--- config.mk ---
export PLATFORM = sky130hd
export DESIGN_NAME = global_mem_rd_streamer
export DESIGN_NICKNAME = d
export VERILOG_FILES = /design/src/rtl/global_mem_rd_streamer.sv
export SDC_FILE = /design/constraint.sdc
export NUM_CORES = 1
export LEC_CHECK = 0
export ABC_AREA = 0
export BUFFER_PORTS_ARGS = -buffer_cell sky130_fd_sc_hd__buf_2
export CAP_MARGIN = 5
export CORE_MARGIN = 1.5
export CORE_UTILIZATION = 44
export CTS_BUF_LIST = sky130_fd_sc_hd__clkbuf_2 sky130_fd_sc_hd__clkbuf_4 sky130_fd_sc_hd__clkbuf_8
export DETAILED_ROUTE_END_ITERATION = 7
export GPL_TIMING_DRIVEN = 0
export PLACE_DENSITY = 0.65
export SYNTH_ARGS = -nofsm -noshare
export SYNTH_HDL_FRONTEND = slang
export SYNTH_SLANG_ARGS = --single-unit
--- constraint.sdc ---
create_clock -name macclk -period 2.4 [get_ports macclk]
set_input_delay 0.24 -clock macclk [delete_from_list [all_inputs] [get_ports macclk]]
set_output_delay 0.24 -clock macclk [all_outputs]
set_load 0.03 [all_outputs]
--- src/rtl/global_mem_rd_streamer.sv ---
// global_mem_rd_streamer
//
// Read side of the global-memory LSRAM (port B, MAC clock domain). A start
// command reads a contiguous range of words, wrapping at the 1024-word
// boundary. The block absorbs the RAM's pipelined read latency and streams the
// words, in address order, to the MAC core feeder over valid/ready.
//
// Reads are credit-limited: a read issues only while
// (reads in flight + FIFO occupancy) < FIFO_DEPTH. Every returning word
// therefore has a FIFO slot, however long the consumer stalls.
//
// Ports
//   macclk       clock, rising edge
//   rst          synchronous active-high reset
//   i_start      one-cycle start command, accepted while the FSM is idle
//   i_base_addr  first word address
//   i_len        word count, 0..1024
//   o_busy       high from the cycle after an accepted start to the o_done cycle
//   o_done       one-cycle pulse after the last word is accepted downstream
//   o_mem_addr   LSRAM port B address, {word_addr, 1'b0} in x18 mode
//   o_mem_ren    LSRAM port B read enable
//   i_mem_dout   LSRAM port B read data, valid RD_LAT cycles after o_mem_ren
//   o_data       stream data (FIFO head)
//   o_valid      stream valid (FIFO non-empty)
//   i_ready      stream ready
module global_mem_rd_streamer #(
  parameter int unsigned RD_LAT     = 2,
  parameter int unsigned FIFO_DEPTH = 4,
  parameter int unsigned DATA_W     = 18
) (
  input  logic              macclk,
  input  logic              rst,
  input  logic              i_start,
  input  logic [9:0]        i_base_addr,
  input  logic [10:0]       i_len,
  output logic              o_busy,
  output logic              o_done,
  output logic [10:0]       o_mem_addr,
  output logic              o_mem_ren,
  input  logic [DATA_W-1:0] i_mem_dout,
  output logic [DATA_W-1:0] o_data,
  output logic              o_valid,
  input  logic              i_ready
);

  localparam int unsigned PtrW = (FIFO_DEPTH > 1) ? $clog2(FIFO_DEPTH) : 1;
  // Wide enough for inflight + fifo count, whose sum never exceeds FIFO_DEPTH.
  localparam int unsigned CntW = $clog2(FIFO_DEPTH + RD_LAT + 1);

  typedef enum logic [1:0] {
    StIdle,
    StIssue,
    StDrain
  } state_e;

  state_e            state_q;
  logic [9:0]        base_q;
  logic [10:0]       len_q;
  logic [10:0]       issued_q;
  logic [10:0]       accepted_q;
  logic              busy_q;
  logic              done_q;

  // One bit per outstanding read; bit RD_LAT-1 marks the word on i_mem_dout.
  logic [RD_LAT-1:0] inflight_sr_q;

  logic [DATA_W-1:0] fifo_mem_q [FIFO_DEPTH];
  logic [PtrW-1:0]   wr_ptr_q;
  logic [PtrW-1:0]   rd_ptr_q;
  logic [CntW-1:0]   fifo_cnt_q;

  logic [CntW-1:0]   inflight;
  logic [CntW-1:0]   occupancy;
  logic              issue_en;
  logic [9:0]        word_addr;
  logic              fifo_wr;
  logic              fifo_rd;

  // Derived purely from registers, so no input reaches an output combinationally.
  always_comb begin
    inflight = '0;
    for (int i = 0; i < RD_LAT; i++) begin
      inflight = inflight + CntW'(inflight_sr_q[i]);
    end
    occupancy = inflight + fifo_cnt_q;
    issue_en  = (state_q == StIssue) && (issued_q < len_q) &&
                (occupancy < CntW'(FIFO_DEPTH));
    // 10-bit add wraps 1023 -> 0.
    word_addr = base_q + issued_q[9:0];
    fifo_wr   = inflight_sr_q[RD_LAT-1];
    fifo_rd   = (fifo_cnt_q != '0) && i_ready;
  end

  assign o_mem_ren  = issue_en;
  assign o_mem_addr = issue_en ? {word_addr, 1'b0} : '0;
  assign o_valid    = (fifo_cnt_q != '0);
  assign o_data     = o_valid ? fifo_mem_q[rd_ptr_q] : '0;
  assign o_busy     = busy_q;
  assign o_done     = done_q;

  // FIFO storage needs no reset: o_data is masked while the FIFO is empty.
  always_ff @(posedge macclk) begin
    if (fifo_wr && !rst) begin
      fifo_mem_q[wr_ptr_q] <= i_mem_dout;
    end
  end

  always_ff @(posedge macclk) begin
    if (rst) begin
      state_q       <= StIdle;
      base_q        <= '0;
      len_q         <= '0;
      issued_q      <= '0;
      accepted_q    <= '0;
      busy_q        <= 1'b0;
      done_q        <= 1'b0;
      inflight_sr_q <= '0;
      wr_ptr_q      <= '0;
      rd_ptr_q      <= '0;
      fifo_cnt_q    <= '0;
    end else begin
      done_q <= 1'b0;

      // Read-latency tracker.
      inflight_sr_q[0] <= issue_en;
      for (int i = 1; i < RD_LAT; i++) begin
        inflight_sr_q[i] <= inflight_sr_q[i-1];
      end

      // FIFO pointers and occupancy; simultaneous write and read cancel out.
      if (fifo_wr) begin
        wr_ptr_q <= wr_ptr_q + PtrW'(1);
      end
      if (fifo_rd) begin
        rd_ptr_q   <= rd_ptr_q + PtrW'(1);
        accepted_q <= accepted_q + 11'd1;
      end
      case ({fifo_wr, fifo_rd})
        2'b10:   fifo_cnt_q <= fifo_cnt_q + CntW'(1);
        2'b01:   fifo_cnt_q <= fifo_cnt_q - CntW'(1);
        default: fifo_cnt_q <= fifo_cnt_q;
      endcase

      if (issue_en) begin
        issued_q <= issued_q + 11'd1;
      end

      unique case (state_q)
        StIdle: begin
          // Also the o_done cycle: busy falls here unless a new job starts.
          busy_q <= 1'b0;
          if (i_start) begin
            if (i_len != 11'd0) begin
              base_q     <= i_base_addr;
              len_q      <= i_len;
              issued_q   <= '0;
              accepted_q <= '0;
              busy_q     <= 1'b1;
              state_q    <= StIssue;
            end else begin
              done_q <= 1'b1;
            end
          end
        end
        StIssue: begin
          if (issue_en && (issued_q + 11'd1 == len_q)) begin
            state_q <= StDrain;
          end
        end
        StDrain: begin
          if ((inflight == '0) && fifo_rd && (accepted_q + 11'd1 == len_q)) begin
            done_q  <= 1'b1;
            state_q <= StIdle;
          end
        end
        default: state_q <= StIdle;
      endcase
    end
  end

endmodule

==> results by group, run 1 <==
Critical path
  • Crit start category: flop
  • Cell chain of the critical path: inv_4 -> ha_4 -> a21o_1 -> a21o_1 -> a2111oi_4 -> nand2_2 -> buf_6 -> nor4_4 -> buf_6
  • Worst path required time: 2160 ps
  • Critical Path Fanout Max: 4
  • Worst Path Arrival: 2520 ps
  • Setup CP Type: reg -> out
  • Crit-path slowest cell: dfxtp_4
  • CP Capture Type: primary output
  • Worst path max stage delay: around 400 ps

Floorplanning
  • FP Rows: 44
  • Starting density of the core: 44.73%
  • I/O pin count: 76
  • CORE AREA: approximately 14000 sq um
  • Die Y: roughly 120 microns
  • Die Footprint: roughly 15000 sq um
  • Chip Width: 124.1 microns

Global route
  • GRT Util Overall: ~21%
  • Largest net degree at the start of global routing: 19
  • Initial antenna violation count: 0
  • First-pass GRT wire length: roughly 24000 microns
  • Vias in the first global route: slightly below 5000
  • Grt ovf: 0

Timing
  • Final min period: about 2800 ps
  • Relative slew slack: between 30% and 40%
  • Fin crit share: 115.0%
  • Endpoints failing setup: 12
  • RSZ-0062 raised after global routing: true
  • Final Max Tran Viols: 0
  • Worst setup skew after layout: approximately 8 ps
  • Final Hold Vio Count: 0
  • Worst Tran Pin Value: 968.6 ps
  • F_max: between 0.3 and 0.4 GHz
  • Final WS setup: -360.8 ps

Clock tree
  • H-tree lvl count: 4
  • Worst-path clk slew: 70 ps
  • CTS sink cnt: 130
  • Clock Path Buffers: 2
  • Clk_lat worst skew: approximately 450 ps
  • CTS root buf: clkbuf_8
  • TritonCTS clock tree: yes
  • CTS buffer count: 17

Run
  • Max-cap viol count: 0

Routing
  • Total detailed-routing wirelength: 15430 microns
  • Antenna-violating nets left: 0
  • First-iteration detailed-routing DRC count: between 400 and 500
  • Avg WL per Cell: around 17 microns
  • Via Count: 5003
  • Residual DRC: 0
  • Pre-Repair DR Iteration Count: 5
  • Via-to-Cell Ratio: roughly 5.4

Layout
  • Inserted Diodes: 0
  • Final std cells w/o fill: 926
  • Reg area: around 3400 sq um
  • Final net count: 804
  • Fin area: between 8000 and 9000 sq um
  • Filler Cell Count: approximately 1200
  • Layout cell share with drive strength beyond 1: 32.35%
  • Area of the multi-input gates: approximately 3200 sq um
  • Layout Area Growth over Synthesis: 31.22%

Power
  • P_leak: roughly 3.1 nW
  • Pwr Total: about 5.7 mW
  • Maximum vdd ir drop: 0.0003306 V
  • Pwr dens: 669.1 nW/um^2

Synthesis
  • Post-synth EDFFs: 72
  • Post-synth cell types: 59
  • Avg Inst Size Synth: approximately 11 sq um
  • Synthesized netlist cell count: 585
  • Synth warn: 0
  • #FFs+latches synth: between 100 and 150
  • Share of flip-flops with an asynchronous set or reset: 0%
  • Top_reg_cell synth: edfxtp_1
  • Post-synthesis cell area: 6452 sq um
  • Post-Synthesis Net Count: 660
  • Sequential area share after synthesis: 51.50%

Place
  • GPL Wtd Cong: 0.8608
  • Inst Count DP: 842
  • Dpl ws: -479.2 ps
  • Dpl cell area: a little over 7000 sq um
  • # port buffers: between 70 and 80
  • DP HPWL: roughly 10000 microns

Status
  • Failing checks: negative setup slack
  • Status: complete, but fails checks

Min path
  • Hold crit path type: in -> reg
[routing by layer]
metal / part of all wire (%) / global-route usage, % / up-vias
met2: 50 / 35.85 / 177
met1: 43 / 24.89 / 2406
met4: 1.6 / 7.741 / 0
li1: - / - / 2389
met5: 0 / 0 / -
met3: 5.4 / 5.082 / 31
[stage by stage]
step	hold slack [ps]	util (%)	TNS [ps]
6_report	19.34	58.70	-3095
5_1_grt	19.55	58.70	-4203
4_1_cts	0.9630	56.97	-3740
3_5_place_dp	452.9	49.36	-4967
3_3_place_gp	448.0	49.36	-5026
2_1_floorplan	338.9	-	-47.82
[registers in the layout, summed over array words and instances (netlist names), named ones only]
name and flops:
len_q 11, issued_q 11, o_done 1, wr_ptr_q 2, rd_ptr_q 2, inflight_sr_q 2, base_q 10, o_busy 1
state_q 2, accepted_q 11, fifo_mem_q 72, fifo_cnt_q 3
[cells in the mapped netlist, drive strengths merged (3+ instances only)]
cell type,count,area [sq um]
o31ai,3,22.52
nand2b,3,18.77
nor4b,5,50.04
buf,10,55.05
nand2,64,242.7
and3,7,43.79
inv,26,97.59
xor2,26,227.7
or3,5,31.28
clkbuf,18,67.56
dfxtp,58,1161
o21ai,12,60.06
edfxtp,72,2162
nor3,9,56.31
nor2,52,195.2
nand3b,3,22.52
nor4,8,50.05
mux4,18,405.4
a21oi,39,195.2
a31oi,5,31.28
ha,30,375.4
nand3,18,107.6
xnor2,26,227.7
a21o,5,37.54
nand4,7,43.79
and2,24,150.1
[what timing repair did]
action	in CTS	in global routing
hold buffers	21	0
hold endpoints to repair	72	0
buffers inserted	18	15
resized for setup	73	47
cloned	1	0
pin swaps	25	18
setup endpoints to repair	33	20
[cell families (layout without fill, tap and decap cells)]
family	after synthesis	after routing	synth area share, %
compound gates	85	85	8.474
flops	130	130	51.50
other cells	1	1	0.05812
buf+inv	54	211	3.413
fa+ha+maj	32	32	6.438
mux	20	20	6.612
xor+xnor	52	52	7.058
simple gates	211	211	16.44
[power by group]
group	switching [mW]	internal, mW	leakage, nW
combinational	0.600	0.458	1.78
sequential	0.0591	2.40	1.13
clock	0.843	1.31	0.237
total	1.50	4.16	3.15
[worst paths after layout]
| kind | start | end | slack (ps) | cells past startpoint |
|---|---|---|---|---|
| worst max-delay path | len_q[8] | o_mem_addr[10] | -360 | 9 |
| worst min-delay path | i_base_addr[0] | base_q[0] | 20 | 3 |
| worst max register to register | len_q[8] | issued_q[10] | -130 | 10 |
| worst min register to register | base_q[3] | base_q[3] | 460 | 2 |
[layout by cell type, fill, tap and decap left out, types with 3 or more instances in the layout]
cell type	n
nor3_1	8
inv_4	3
clkbuf_8	19
nor2_1	44
and3_1	5
buf_2	64
nand3b_1	3
dfxtp_1	36
nor4_1	7
dlygate4sd3_1	21
nand2b_1	3
nand2_1	62
and2_1	24
nor2_4	7
xnor2_1	24
ha_1	23
buf_8	3
a21oi_2	4
clkbuf_1	13
ha_4	7
inv_1	21
o21ai_0	9
clkbuf_4	4
nor4b_1	3
edfxtp_1	72
a21oi_1	35
mux4_2	18
nand3_1	15
dfxtp_4	11
xor2_1	25
a31oi_1	4
nand4_1	7
or3_1	4
buf_4	31
dfxtp_2	11
bufinv_16	5
a21o_1	5
buf_6	15
[final cells by class]
| class | count | share of cell area (%) |
|---|---|---|
| sequential | 130 | 39.90 |
| timing repair buffer | 127 | 10.83 |
| tap | 184 | 2.719 |
| inverter | 26 | 1.241 |
| multi-input combinational | 401 | 37.93 |
| clock buffer | 22 | 3.281 |
| buffer | 26 | 1.951 |
| clock inverter | 10 | 2.143 |
[worst max-delay path: cells and delay by family, from the launching register on]
family	cells	cell delay [ps]
flip-flops	1	390
adder cells (fa/ha/maj)	1	200
buffers and inverters	3	390
AND/OR/NAND/NOR	2	380
AO/OA/AOI/OAI	3	710
No activity file was read; power rests on OpenSTA's default activity.
==> run 2: changes to the inputs <==
--- a/config.mk
+++ b/config.mk
@@ -6,7 +6,7 @@
 export NUM_CORES = 1
 export LEC_CHECK = 0
 export ABC_AREA = 0
-export BUFFER_PORTS_ARGS = -buffer_cell sky130_fd_sc_hd__buf_2
+export BUFFER_PORTS_ARGS = -buffer_cell sky130_fd_sc_hd__buf_4
 export CAP_MARGIN = 5
 export CORE_MARGIN = 1.5
 export CORE_UTILIZATION = 44
==> constraint.sdc (replaced) <==
create_clock -name macclk -period 2.4 [get_ports macclk]
set_input_delay 0.12 -clock macclk [delete_from_list [all_inputs] [get_ports macclk]]
set_output_delay 0.12 -clock macclk [all_outputs]
set_load 0.03 [all_outputs]
==> results by group, run 2 (synthesis gave the netlist of run 1 again) <==
Status
  • Status: complete, but fails checks
  • Failing checks: negative setup slack

Place
  • Dpl ws: -376.1 ps (+103.1 ps)
  • DP HPWL: 10330 microns (+2.2%)
  • Dpl cell area: 7246 sq um (+1.8%)
  • # port buffers: 73 (unchanged)
  • GPL Wtd Cong: 0.8411 (-2.3%)

Routing
  • Antenna-violating nets left: 0 (unchanged)
  • Pre-Repair DR Iteration Count: 5 (unchanged)
  • Via-to-Cell Ratio: 5.386 (-0.31%)
  • Avg WL per Cell: 16.92 microns (+1.6%)
  • First-iteration detailed-routing DRC count: 359 (-24%)
  • Total detailed-routing wirelength: 15910 microns (+3.1%)
  • Via Count: 5063 (+1.2%)
  • Residual DRC: 0 (unchanged)

Floorplanning
  • Die Y: 124.1 microns (unchanged)
  • Starting density of the core: 44.73% (unchanged)
  • Die Footprint: 15400 sq um (unchanged)
  • I/O pin count: 76 (unchanged)
  • CORE AREA: 14420 sq um (unchanged)
  • FP Rows: 44 (unchanged)
  • Chip Width: 124.1 microns (unchanged)

Clock tree
  • Worst-path clk slew: 80 ps (about the same)
  • H-tree lvl count: 4 (unchanged)
  • Clk_lat worst skew: 450 ps (about the same)
  • Clock Path Buffers: 2 (unchanged)
  • CTS sink cnt: 130 (unchanged)
  • CTS buffer count: 17 (unchanged)
  • CTS root buf: clkbuf_8
  • TritonCTS clock tree: yes

Min path
  • Hold path cells: 4 (+1)
  • Hold crit path type: in -> reg

Layout
  • Layout cell share with drive strength beyond 1: 30.82% (-1.5 points)
  • Most flops, register: fifo_mem_q
  • Fin area: 8579 sq um (+1.3%)
  • Reg area: 3372 sq um (-0.19%)
  • Area of the multi-input gates: 3168 sq um (-1.4%)
  • Max reg flops: 72 (unchanged)
  • Most common cell after layout, fill and taps aside: buf_4
  • Final net count: 818 (+1.7%)
  • Inserted Diodes: 0 (unchanged)
  • Layout Area Growth over Synthesis: 32.96%
  • Commonest non-fill, non-tap cells in the layout: buf_4 (96), edfxtp_1 (72), nand2_1 (62)
  • Filler Cell Count: 1179 (+0.51%)

Timing
  • Final min period: 2628 ps (-132.9 ps)
  • Final WS setup: -228.0 ps (+132.9 ps)
  • Worst setup skew after layout: 10.50 ps (+2.559 ps)
  • Endpoints failing setup: 13 (+1)
  • Final Max Tran Viols: 0 (unchanged)
  • Fin crit share: 109.5% (-5.5 points)
  • RSZ-0062 raised after global routing: true
  • F_max: 0.3805 GHz (+5.1%)
  • Setup TNS: -1864 ps (+1232 ps)
  • Final Hold Vio Count: 0 (unchanged)
  • Worst Tran Pin Value: 962.7 ps (-5.887 ps)
  • Relative slew slack: 35.82% (+0.39 points)
  • Hold_ws: 119.3 ps (+99.94 ps)

Global route
  • First-pass GRT wire length: 24610 microns (+3.1%)
  • Initial antenna violation count: 0 (unchanged)
  • Grt ovf: 0 (unchanged)
  • Largest net degree at the start of global routing: 19 (unchanged)
  • GRT Util Overall: 21.37% (+0.67 points)
  • Vias in the first global route: 5041 (+4.2%)

Power
  • Sequential power share: 46.3% (+2.9 points)
  • Pwr Total: 5.308 mW (-6.3%)
  • P_leak: 3.155 nW (+0.23%)
  • Maximum vdd ir drop: 0.0003513 V (+6.3%)
  • Pwr dens: 618.7 nW/um^2 (-7.5%)
  • Switch share: 29.88% (+3.4 points)
  • Clock power frac: 32.9% (-5.1 points)
  • Sw power: 1.586 mW (+5.6%)
  • Power Internal: 3.722 mW (-11%)
  • Combinational share of power: 20.8% (+2.1 points)

Critical path
  • CP Capture Type: primary output
  • Worst path required time: 2280 ps (+120 ps)
  • Setup CP Type: reg -> out
  • Crit start category: flop
  • Critical Path Fanout Max: 4 (unchanged)
  • Worst Path Arrival: 2510 ps (about the same)
  • Reg2reg path depth: 9 (-1)

Run
  • Max-cap viol count: 0 (unchanged)
-- run 2: cell types whose count changed in the layout (fill, tap and decap cells not counted), sizes merged --
cell | previous run | this run
dlygate4sd3 | 21 | 39
buf | 115 | 111
clkinv | 4 | 8
bufinv | 5 | 1
inv | 27 | 29
clkinvlp | 0 | 3
clkbuf | 39 | 34
-- run 2: layout make-up --
cell class / count / share of cell area [%]
clock buffer: 17 / 2.727
buffer: 25 / 1.502
tap: 184 / 2.683
timing repair buffer: 142 / 14.07
multi-input combinational: 401 / 36.93
sequential: 130 / 39.30
inverter: 26 / 1.196
clock inverter: 15 / 1.590
-- run 2: repair_timing --
action,in CTS,in global routing
gates cloned,1,0
resized for setup,66,41
hold endpoints to repair,93,0
pin swaps,20,14
hold buffers,39,0
setup buffers,20,10
endpoints found under the setup margin,33,33
-- run 2: stage by stage --
stage | instances | util (%)
after floorplan | 585 | -
after global placement | 842 | 50.23
after detailed placement | 842 | 50.23
after CTS | 932 | 58.30
after global routing | 940 | 59.48
final | 940 | 59.48
-- run 2: power groups by stage --
stage                     clock network [mW]  registers (mW)  logic, mW
after detailed placement                   0            2.50      0.923
after floorplan                            0            2.49      0.609
after global placement                     0            2.50      0.914
after global routing                    1.87            2.46       1.20
after CTS                               1.78            2.45       1.08
final                                   1.75            2.46       1.11
-- run 2: final timing paths --
| check | from | slack [ps] | to |
|---|---|---|---|
| min reg2reg | base_q[2] | 470 | base_q[2] |
| min | i_ready | 120 | accepted_q[1] |
| max reg2reg | len_q[9] | -210 | issued_q[10] |
| max | len_q[9] | -230 | o_mem_addr[10] |
-- run 2: critical path, cell delays in order, from the launching register on --
cell,delay [ps]
dfxtp_4,400
inv_1,60
ha_1,310
a21o_1,210
a2111oi_4,390
nand2_2,200
buf_6,170
nor4_4,130
buf_4,200
-- run 2: layer usage --
layer  GRT usage (%)  routed length [microns]  up-vias
li1                -                        -     2414
met1           24.95                     6604     2441
met2           37.60                     8111      175
met3           4.350                      800       33
met4           9.943                      389        0
met5               0                        0        -
